[config.mk]
export PLATFORM = sky130hd
export DESIGN_NAME = jtbubl_sndcomm_flat
export DESIGN_NICKNAME = d
export VERILOG_FILES = /design/src/rtl/jtbubl_sndcomm_if.sv /design/src/rtl/jtbubl_sndcomm.sv /design/src/flat_wrapper.sv
export SDC_FILE = /design/constraint.sdc
export NUM_CORES = 1
export LEC_CHECK = 0
export CAP_MARGIN = 20
export CORE_MARGIN = 3
export CORE_UTILIZATION = 49
export DETAILED_ROUTE_END_ITERATION = 16
export PLACE_DENSITY = 0.89
export RECOVER_POWER = 100
export SYNTH_ARGS = -nofsm -noshare
export SYNTH_HDL_FRONTEND = slang
export SYNTH_SLANG_ARGS = --single-unit
[constraint.sdc]
create_clock -name clk24 -period 2.2 [get_ports clk24]
set_input_delay 0.44 -clock clk24 [delete_from_list [all_inputs] [get_ports clk24]]
set_output_delay 0.44 -clock clk24 [all_outputs]
set_load 0.01 [all_outputs]
[src/rtl/jtbubl_sndcomm_if.sv]
// rtl/jtbubl_sndcomm_if.sv - sound-CPU mailbox bus bundle
//
// Groups every non-clock/reset signal of jtbubl_sndcomm.
//   master : drives the block's inputs (sound CPU, main CPU side, timing)
//   slave  : the mailbox block itself
// Signals:
//   cen3        sound CPU clock enable (NMI timing only)
//   snd_rstn    synchronous soft reset, active-low
//   cs/addr     sound CPU select and address [1:0]
//   rd_n/wr_n   sound CPU strobes, active-low
//   cpu_dout    sound CPU write data
//   dout        registered read data back to the sound CPU
//   snd_latch   command byte from the main CPU, snd_stb its write level
//   main_flag   main-side reply-pending flag (status read only)
//   main_latch  reply byte toward the main CPU, main_stb one-cycle pulse
//   snd_flag    command received and not yet read
//   nmi_n       NMI to the sound CPU, active-low
interface jtbubl_sndcomm_if;
  logic       cen3;
  logic       snd_rstn;
  logic       cs;
  logic [1:0] addr;
  logic       rd_n;
  logic       wr_n;
  logic [7:0] cpu_dout;
  logic [7:0] dout;
  logic [7:0] snd_latch;
  logic       snd_stb;
  logic       main_flag;
  logic [7:0] main_latch;
  logic       main_stb;
  logic       snd_flag;
  logic       nmi_n;

  modport master (
    output cen3, snd_rstn, cs, addr, rd_n, wr_n, cpu_dout,
           snd_latch, snd_stb, main_flag,
    input  dout, main_latch, main_stb, snd_flag, nmi_n
  );

  modport slave (
    input  cen3, snd_rstn, cs, addr, rd_n, wr_n, cpu_dout,
           snd_latch, snd_stb, main_flag,
    output dout, main_latch, main_stb, snd_flag, nmi_n
  );
endinterface

[src/rtl/jtbubl_sndcomm.sv]
// rtl/jtbubl_sndcomm.sv - sound-CPU end of the main/sound mailbox with timed NMI
//
// Captures the main CPU command byte, flags it to the sound CPU, produces a
// timed NMI when enabled, and exposes a 4-address register window:
//   read  0: command byte (first read cycle clears snd_flag)
//   read  1: {6'h3F, main_flag, snd_flag}
//   read  2/3: FF
//   write 0: reply byte -> main_latch, one-cycle main_stb
//   write 1: NMI enable, write 2: NMI disable, write 3: drop queued NMI
// Ports:
//   clk24  system clock
//   rst    asynchronous active-high reset
//   bus    jtbubl_sndcomm_if.slave, all mailbox/CPU/NMI signals
module jtbubl_sndcomm #(
  parameter int NMI_LEN  = 8,
  parameter int NMI_HOLD = 4
) (
  input  logic                   clk24,
  input  logic                   rst,
  jtbubl_sndcomm_if.slave        bus
);

  localparam logic [7:0] LEN_M1  = 8'(NMI_LEN - 1);
  localparam logic [7:0] HOLD_M1 = 8'(NMI_HOLD - 1);

  typedef enum logic [1:0] {
    ST_IDLE   = 2'd0,
    ST_ASSERT = 2'd1,
    ST_HOLD   = 2'd2
  } nmi_state_t;

  // Mailbox registers
  logic [7:0] rx_q, rx_d;
  logic       snd_flag_q, snd_flag_d;
  logic       nmi_en_q, nmi_en_d;
  logic       nmi_pend_q, nmi_pend_d;
  logic [7:0] dout_q, dout_d;
  logic [7:0] main_latch_q, main_latch_d;
  logic       main_stb_q, main_stb_d;

  // Previous levels for edge detection
  logic       stb_q, stb_d;
  logic       rd_q, rd_d;
  logic       wr_q, wr_d;

  // NMI timer
  nmi_state_t state_q;
  logic [7:0] cnt_q;
  logic       nmi_n_q;

  logic rd_act, wr_act;
  logic stb_edge, rd_evt, wr_evt;
  logic nmi_fire;

  assign rd_act   = bus.cs & ~bus.rd_n;
  assign wr_act   = bus.cs & ~bus.wr_n;
  assign stb_edge = bus.snd_stb & ~stb_q;
  assign rd_evt   = rd_act & ~rd_q;
  assign wr_evt   = wr_act & ~wr_q;
  assign nmi_fire = (state_q == ST_IDLE) & nmi_pend_q & nmi_en_q;

  always_comb begin
    rx_d         = rx_q;
    snd_flag_d   = snd_flag_q;
    nmi_en_d     = nmi_en_q;
    nmi_pend_d   = nmi_pend_q;
    dout_d       = dout_q;
    main_latch_d = main_latch_q;
    main_stb_d   = 1'b0;
    stb_d        = bus.snd_stb;
    rd_d         = rd_act;
    wr_d         = wr_act;

    // Read data follows the bus every cycle the strobe is low; rx_q is the
    // pre-update value, so a command landing this cycle is not yet visible.
    if (rd_act) begin
      case (bus.addr)
        2'd0:    dout_d = rx_q;
        2'd1:    dout_d = {6'h3F, bus.main_flag, snd_flag_q};
        default: dout_d = 8'hFF;
      endcase
    end

    if (rd_evt && bus.addr == 2'd0) snd_flag_d = 1'b0;

    if (wr_evt) begin
      case (bus.addr)
        2'd0: begin
          main_latch_d = bus.cpu_dout;
          main_stb_d   = 1'b1;
        end
        2'd1:    nmi_en_d   = 1'b1;
        2'd2:    nmi_en_d   = 1'b0;
        default: nmi_pend_d = 1'b0;
      endcase
    end

    if (nmi_fire) nmi_pend_d = 1'b0;

    // A new command wins over any clear in the same cycle.
    if (stb_edge) begin
      rx_d       = bus.snd_latch;
      snd_flag_d = 1'b1;
      nmi_pend_d = 1'b1;
    end

    // Soft reset; edge registers primed high so held levels are not edges.
    if (!bus.snd_rstn) begin
      rx_d         = 8'h00;
      snd_flag_d   = 1'b0;
      nmi_en_d     = 1'b0;
      nmi_pend_d   = 1'b0;
      dout_d       = 8'hFF;
      main_latch_d = 8'h00;
      main_stb_d   = 1'b0;
      stb_d        = 1'b1;
      rd_d         = 1'b1;
      wr_d         = 1'b1;
    end
  end

  always_ff @(posedge clk24 or posedge rst) begin
    if (rst) begin
      rx_q         <= 8'h00;
      snd_flag_q   <= 1'b0;
      nmi_en_q     <= 1'b0;
      nmi_pend_q   <= 1'b0;
      dout_q       <= 8'hFF;
      main_latch_q <= 8'h00;
      main_stb_q   <= 1'b0;
      stb_q        <= 1'b1;
      rd_q         <= 1'b1;
      wr_q         <= 1'b1;
    end else begin
      rx_q         <= rx_d;
      snd_flag_q   <= snd_flag_d;
      nmi_en_q     <= nmi_en_d;
      nmi_pend_q   <= nmi_pend_d;
      dout_q       <= dout_d;
      main_latch_q <= main_latch_d;
      main_stb_q   <= main_stb_d;
      stb_q        <= stb_d;
      rd_q         <= rd_d;
      wr_q         <= wr_d;
    end
  end

  // NMI pulse generator. Disabling only gates the IDLE->ASSERT step, so a
  // pulse in flight always completes its low and hold phases.
  always_ff @(posedge clk24 or posedge rst) begin
    if (rst) begin
      state_q <= ST_IDLE;
      cnt_q   <= 8'd0;
      nmi_n_q <= 1'b1;
    end else if (!bus.snd_rstn) begin
      state_q <= ST_IDLE;
      cnt_q   <= 8'd0;
      nmi_n_q <= 1'b1;
    end else begin
      case (state_q)
        ST_IDLE: begin
          if (nmi_fire) begin
            state_q <= ST_ASSERT;
            nmi_n_q <= 1'b0;
            cnt_q   <= LEN_M1;
          end
        end
        ST_ASSERT: begin
          if (bus.cen3) begin
            if (cnt_q == 8'd0) begin
              state_q <= ST_HOLD;
              nmi_n_q <= 1'b1;
              cnt_q   <= HOLD_M1;
            end else begin
              cnt_q <= cnt_q - 8'd1;
            end
          end
        end
        ST_HOLD: begin
          if (bus.cen3) begin
            if (cnt_q == 8'd0) state_q <= ST_IDLE;
            else               cnt_q   <= cnt_q - 8'd1;
          end
        end
        default: begin
          state_q <= ST_IDLE;
          cnt_q   <= 8'd0;
          nmi_n_q <= 1'b1;
        end
      endcase
    end
  end

  assign bus.dout       = dout_q;
  assign bus.main_latch = main_latch_q;
  assign bus.main_stb   = main_stb_q;
  assign bus.snd_flag   = snd_flag_q;
  assign bus.nmi_n      = nmi_n_q;

endmodule

[src/flat_wrapper.sv]
// flat-port wrapper written by rule: the top's interface ports become plain ports
module jtbubl_sndcomm_flat 
#(
  parameter int NMI_LEN  = 8,
  parameter int NMI_HOLD = 4
)
  (clk24, rst, bus_cen3, bus_snd_rstn, bus_cs, bus_addr, bus_rd_n, bus_wr_n, bus_cpu_dout, bus_snd_latch, bus_snd_stb, bus_main_flag, bus_dout, bus_main_latch, bus_main_stb, bus_snd_flag, bus_nmi_n);
  jtbubl_sndcomm_if bus_i ();
  input  logic clk24;
  input  logic rst;
  input wire logic [$bits(bus_i.cen3)-1:0] bus_cen3;
  input wire logic [$bits(bus_i.snd_rstn)-1:0] bus_snd_rstn;
  input wire logic [$bits(bus_i.cs)-1:0] bus_cs;
  input wire logic [$bits(bus_i.addr)-1:0] bus_addr;
  input wire logic [$bits(bus_i.rd_n)-1:0] bus_rd_n;
  input wire logic [$bits(bus_i.wr_n)-1:0] bus_wr_n;
  input wire logic [$bits(bus_i.cpu_dout)-1:0] bus_cpu_dout;
  input wire logic [$bits(bus_i.snd_latch)-1:0] bus_snd_latch;
  input wire logic [$bits(bus_i.snd_stb)-1:0] bus_snd_stb;
  input wire logic [$bits(bus_i.main_flag)-1:0] bus_main_flag;
  output wire logic [$bits(bus_i.dout)-1:0] bus_dout;
  output wire logic [$bits(bus_i.main_latch)-1:0] bus_main_latch;
  output wire logic [$bits(bus_i.main_stb)-1:0] bus_main_stb;
  output wire logic [$bits(bus_i.snd_flag)-1:0] bus_snd_flag;
  output wire logic [$bits(bus_i.nmi_n)-1:0] bus_nmi_n;
  assign bus_i.cen3 = bus_cen3;
  assign bus_i.snd_rstn = bus_snd_rstn;
  assign bus_i.cs = bus_cs;
  assign bus_i.addr = bus_addr;
  assign bus_i.rd_n = bus_rd_n;
  assign bus_i.wr_n = bus_wr_n;
  assign bus_i.cpu_dout = bus_cpu_dout;
  assign bus_i.snd_latch = bus_snd_latch;
  assign bus_i.snd_stb = bus_snd_stb;
  assign bus_i.main_flag = bus_main_flag;
  assign bus_dout = bus_i.dout;
  assign bus_main_latch = bus_i.main_latch;
  assign bus_main_stb = bus_i.main_stb;
  assign bus_snd_flag = bus_i.snd_flag;
  assign bus_nmi_n = bus_i.nmi_n;
  jtbubl_sndcomm #(.NMI_LEN(NMI_LEN), .NMI_HOLD(NMI_HOLD)) u_core (.clk24(clk24), .rst(rst), .bus(bus_i));
endmodule
# Word level (Yosys, flattened, before mapping)
# Cells that the tools add are included.
totals:
  reg_bits: 42
  input_bits: 27
  out_inout_bits: 19
  word_cells: 100
op_classes:
  add_sub_neg: 1
  n_eq_ne: 19
  n_mux: 44
  n_bitwise: 12
  reduce_logical: 11
ops:
  columns: ["op", "n"]
  rows:
  - ["2-to-1 mux 8 bit", 13]
  - ["one-hot mux 8 bit (3 select lines)", 1]
  - ["2-to-1 mux 1 bit", 20]
  - ["one-hot mux 8 bit (2 select lines)", 1]
  - ["2-to-1 mux 2 bit", 6]
  - ["inequality test 3 x 2 -> 1 bit, second input constant", 3]
  - ["inequality test 3 bit, second input constant", 3]
  - ["logical NOT 8 bit", 1]
  - ["inequality test 2 x 1 -> 1 bit, second input constant", 4]
  - ["AND reduction 4 bit", 2]
  - ["subtractor 8 x 1 -> 8 bit, second input constant", 1]
  - ["AND 1 bit", 7]
  - ["inequality test 3 x 1 -> 1 bit, second input constant", 2]
  - ["one-hot mux 2 bit (3 select lines)", 1]
  - ["AND reduction 2 bit", 3]
  - ["NOT 1 bit", 5]
  - ["AND reduction 5 bit", 1]
  - ["equality test 2 x 1 -> 1 bit, second input constant", 2]
  - ["equality test 2 bit, second input constant", 2]
  - ["logical NOT 2 bit", 2]
  - ["inequality test 4 x 1 -> 1 bit, second input constant", 1]
  - ["inequality test 4 x 2 -> 1 bit, second input constant", 1]
  - ["one-hot mux 1 bit (3 select lines)", 1]
  - ["OR reduction 3 bit", 1]
  - ["other kinds (3)", 3]

# Longest topological paths before layout
logic_depth:
  word_depth: 7
  mapped_depth: 7
  mapped_depth_nobuf: 6

# Least setup slack after synthesis
# No wires, ideal clock.
synth_timing:
  path_type: "reg-to-reg"
  from: "register u_core.cnt_q[0]"
  to: "register u_core.cnt_q[4]"
  setup_ps: 128
  arrival_ps: 1672
  t_required_ps: 2072
  slack_ps: 400
  path_stages_with_launch: 7
  n_path_buf: 0
  period_less_slack_ps: 1800
  cell_sequence: "dfrtp_1 -> inv_1 -> ha_1 -> nor4b_4 -> a311oi_4 -> a221oi_1 -> o22ai_1"
synth_via:
  elab_chain_cells: 5
  word_cells_on_any_way: 10
  cone_classes: "add/sub: 1; eq/ne: 1; mux: 6; reduce/logical: 2"
synth_rtl:
  columns: ["item", "line", "source"]
  rows:
  - ["start: declaration", "jtbubl_sndcomm.sv:48", "logic [7:0] cnt_q;"]
  - ["start signal: assignment", "jtbubl_sndcomm.sv:175", "cnt_q <= cnt_q - 8'd1;"]
  - ["start signal: assignment", "jtbubl_sndcomm.sv:182", "else cnt_q <= cnt_q - 8'd1;"]
  - ["subtractor 8 x 1 -> 8 bit or logical NOT 8 bit (tied branches)", null, null]
  - ["2-to-1 mux 8 bit (on tied branches)", "jtbubl_sndcomm.sv:181, jtbubl_sndcomm.sv:170", null]
  - ["2-to-1 mux 8 bit (on tied branches)", "jtbubl_sndcomm.sv:180, jtbubl_sndcomm.sv:169", null]
  - ["one-hot mux 8 bit (3 select lines)", "jtbubl_sndcomm.sv:160", "case (state_q)"]
  - ["2-to-1 mux 8 bit", "jtbubl_sndcomm.sv:155", "end else if (!bus.snd_rstn) begin"]
# Several ways; a longest one is shown, not always the timed one. The select of a mux whose other input is x is not followed.
# A chain may end at the register's enable or synchronous reset.

# Worst setup path after layout
layout_timing:
  from: "register u_core.cnt_q[0]"
  to: "register u_core.cnt_q[7]"
# Same word-level chain as after synthesis.

==> results_dict.tcl <==
set metrics [dict create \
    outcome "finished, final reports clean" \
    place.gp.congestion 0.8841 \
    powerDensity_nw_per_um2 819.0 \
    htreeDepth 2 \
    num_antenna_cells 0 \
    numClockSinks 42 \
    synth_seq_cells 42 \
    drtPass1Iterations 4 \
    internal_power_uw 1421 \
    crit_arrival_ns 2.15 \
    tns_ns 0 \
    clock_skew_ns 0.008491 \
    critPathMaxFanout 6 \
    syn_area_per_cell_sq_um 10.41 \
    num_vias 1670 \
    timing.final.crit_period_ns 1.977 \
    drv_slew 0 \
    hold-worst-slack_ns 0.4930 \
    post_drt_wl_per_cell_um 15.61 \
    cp.required_ns 2.37 \
    cp-end-kind "flip-flop" \
    ant_nets 0 \
    hpwl_um 3338 \
    startpoint "u_core.cnt_q[0]" \
    grt_pass1_vias 1615 \
    met2_length_um 2339 \
    rrSetupSlack_ns 0.22 \
    drt-initial-drc-count 192 \
    port_buffers 45 \
    grt_util_all_layers 0.2015 \
    nNetsFinal 276 \
    holdPathStages 1 \
    async_reset_ff_frac 1.000 \
    core_sq_um 3826 \
    cp_slowest_stage_delay_ns 0.42 \
    die_w_um 70.52 \
    regArea_sq_um 1066 \
    path_class "reg -> reg" \
    ys_warn_count 0 \
    holdPathEnd "u_core.bus.dout[2]" \
    setup_ws_ns 0.2228 \
    cts_resized 0 \
    routed.top_layer "met4" \
    post_cts_buffers 0 \
    ys_seq_area_frac 0.5227 \
    drt_wl_total_um 4637 \
    grt_antenna_before_repair 0 \
    final_cells 297 \
    min_path_type "reg -> reg" \
    dieHeight_um 70.52 \
    report.power.total_uw 2157 \
    place_ws_ns 0.1073 \
    ys_types 41 \
    startpoint_type "flip-flop" \
    drc 0 \
    die-area_sq_um 4972 \
    period_share 0.8987 \
    clkTransAtPathRegs_ns 0.08 \
    max-slew-margin-rel 0.3321 \
    crit_slowest_cell "dfrtp_1" \
    num_rows 22 \
    power_frac_seq 0.457 \
    cap_violations 0 \
    p_clk_frac 0.231 \
    synth_cells 196 \
    switching_share 0.3411 \
    synth_edf_count 0 \
    p_sw_uw 735.8 \
    wl_met1_um 2007 \
    grt_overflow 0 \
    r2r-start "u_core.cnt_q[0]" \
    worstSkewPairLatency_ns 0.30 \
    p_comb_frac 0.311 \
    min_from "u_core.rx_q[2]" \
    syn_to_final_growth_pct 29.14 \
    tightestPinTransition_ns 1.002 \
    top_level_ports 46 \
    grt_pass1_wl_um 7941 \
    syn-num-nets 224 \
    setup_viol 0 \
    final.fill_count 294 \
    r2r_end "u_core.cnt_q[7]" \
    multi_input_area_sq_um 873.3 \
    final_layout_size_suffix_gt1_frac 0.1285 \
    cts_hold_buf 0 \
    crit_chain "inv_1 > ha_1 > nor4b_4 > a311oi_2 > clkbuf_1 > o21ai_0 > mux2i_1" \
    vias_per_cell 5.623 \
    rsz0062_at_grt "false" \
    place_inst 289 \
    initial_core_util 0.5330 \
    hold_viol_final 0 \
    leakage_uw 0.001105 \
    cts.path.max_buffers 2 \
    ir_drop_mv 0.3673 \
    wl_met3_um 220 \
    reg2regPathDepth 7 \
    cts_tree "yes" \
    cts_buffers 5 \
    cts_root_buf "clkbuf_8" \
    syn_area_sq_um 2039 \
    grt_max_degree 43 \
    synthFlopType "dfrtp_1" \
    timing.fmax_mhz 505.8 \
]
-- power by group through the flow --
stage          logic (uW)  clock network, uW  registers [uW]
4_1_cts               704                511             986
3_3_place_gp          686                  0             993
5_1_grt               739                545            1000
3_5_place_dp          700                  0            1000
6_report              672                499             986
2_1_floorplan         492                  0             970
-- cells by family after synthesis --
group	synth area share
AOI/OAI and AO/OA	0.2503
adders and majority gates	0.006134
buffers and inverters	0.04356
muxes	0.01963
DFF	0.5227
xor gates and xnor gates	0.008591
and+or+nand+nor	0.1491
-- final cells by class --
class,count,area share
well taps,48,0.02280
inverters,10,0.01425
clock buffers,5,0.02613
repair buffers,55,0.1924
multi-input cells,134,0.3316
flip-flops and latches,42,0.4047
clock inverters,3,0.008076
-- registers in the layout (all words and copies together), names as in the netlist, 2 cells and up --
signal / flops
u_core.cnt_q: 8
u_core.bus.main_latch: 8
u_core.bus.dout: 8
u_core.state_q: 2
u_core.rx_q: 8
-- how the worst max path moves through the flow --
stage	to	slack, ns
global placement	u_core.bus.main_latch[2]	0.15
floorplan	u_core.cnt_q[4]	0.40
detailed placement	u_core.bus.main_latch[3]	0.11
CTS	u_core.cnt_q[7]	0.25
finish	u_core.cnt_q[7]	0.22
global route	u_core.cnt_q[6]	0.09
-- metrics by stage --
stage / area (sq um) / utilization
2_1_floorplan: 2039 / -
3_3_place_gp: 2574 / 0.6727
3_5_place_dp: 2574 / 0.6727
4_1_cts: 2664 / 0.6962
5_1_grt: 2634 / 0.6884
6_report: 2634 / 0.6884
-- cells in the mapped netlist, types with 3 or more instances --
library cell  count  area [sq um]
o21bai_1          3         22.52
nand2_1          30         112.6
o22a_1            7         61.31
a21oi_1          14         70.07
nand3_1           8         40.04
dfrtp_1          30         750.7
inv_1            10         37.54
nor2b_1           4         25.02
nand2b_1          4         25.02
nor2_1            6         22.52
o21ai_0           8         40.04
a22o_1           10         87.58
clkbuf_1          5         18.77
a221oi_1          3         26.28
a211oi_1          7         52.55
dfstp_2          12         315.3
mux2i_1           4         40.04
-- worst max-delay path, delay by kind of cell (launching register included) --
| family | cells | cell delay [ns] |
|---|---|---|
| adder cells (fa/ha/maj) | 1 | 0.21 |
| flip-flops | 1 | 0.42 |
| multiplexers | 1 | 0.09 |
| buffers and inverters | 2 | 0.29 |
| AO/OA/AOI/OAI | 2 | 0.44 |
| AND/OR/NAND/NOR | 1 | 0.40 |
-- routing by layer --
layer	vias up	track usage
met5	-	0
met1	806	0.2753
met4	0	0.09362
met3	7	0.04173
met2	45	0.3077
li1	812	-
-- placed cells by master, fill, tap and decap left out, types with 2 or more instances in the layout --
cell	n
mux2i_1	4
a22o_1	10
clkdlybuf4s50_1	21
dfstp_2	12
a211oi_1	7
o21bai_1	3
nand2_1	30
xnor2_1	2
nand3_1	8
a31oi_1	2
nand2b_1	4
o211ai_1	2
inv_1	10
a21oi_1	14
clkbuf_8	5
o22a_1	7
nor2_1	6
a221oi_1	3
o22ai_1	2
o21ai_0	8
dlygate4sd3_1	24
buf_4	3
clkbuf_1	3
dfrtp_1	30
and3_1	2
nor2b_1	4
clkbuf_2	3
(Power assumes the default switching activity.)
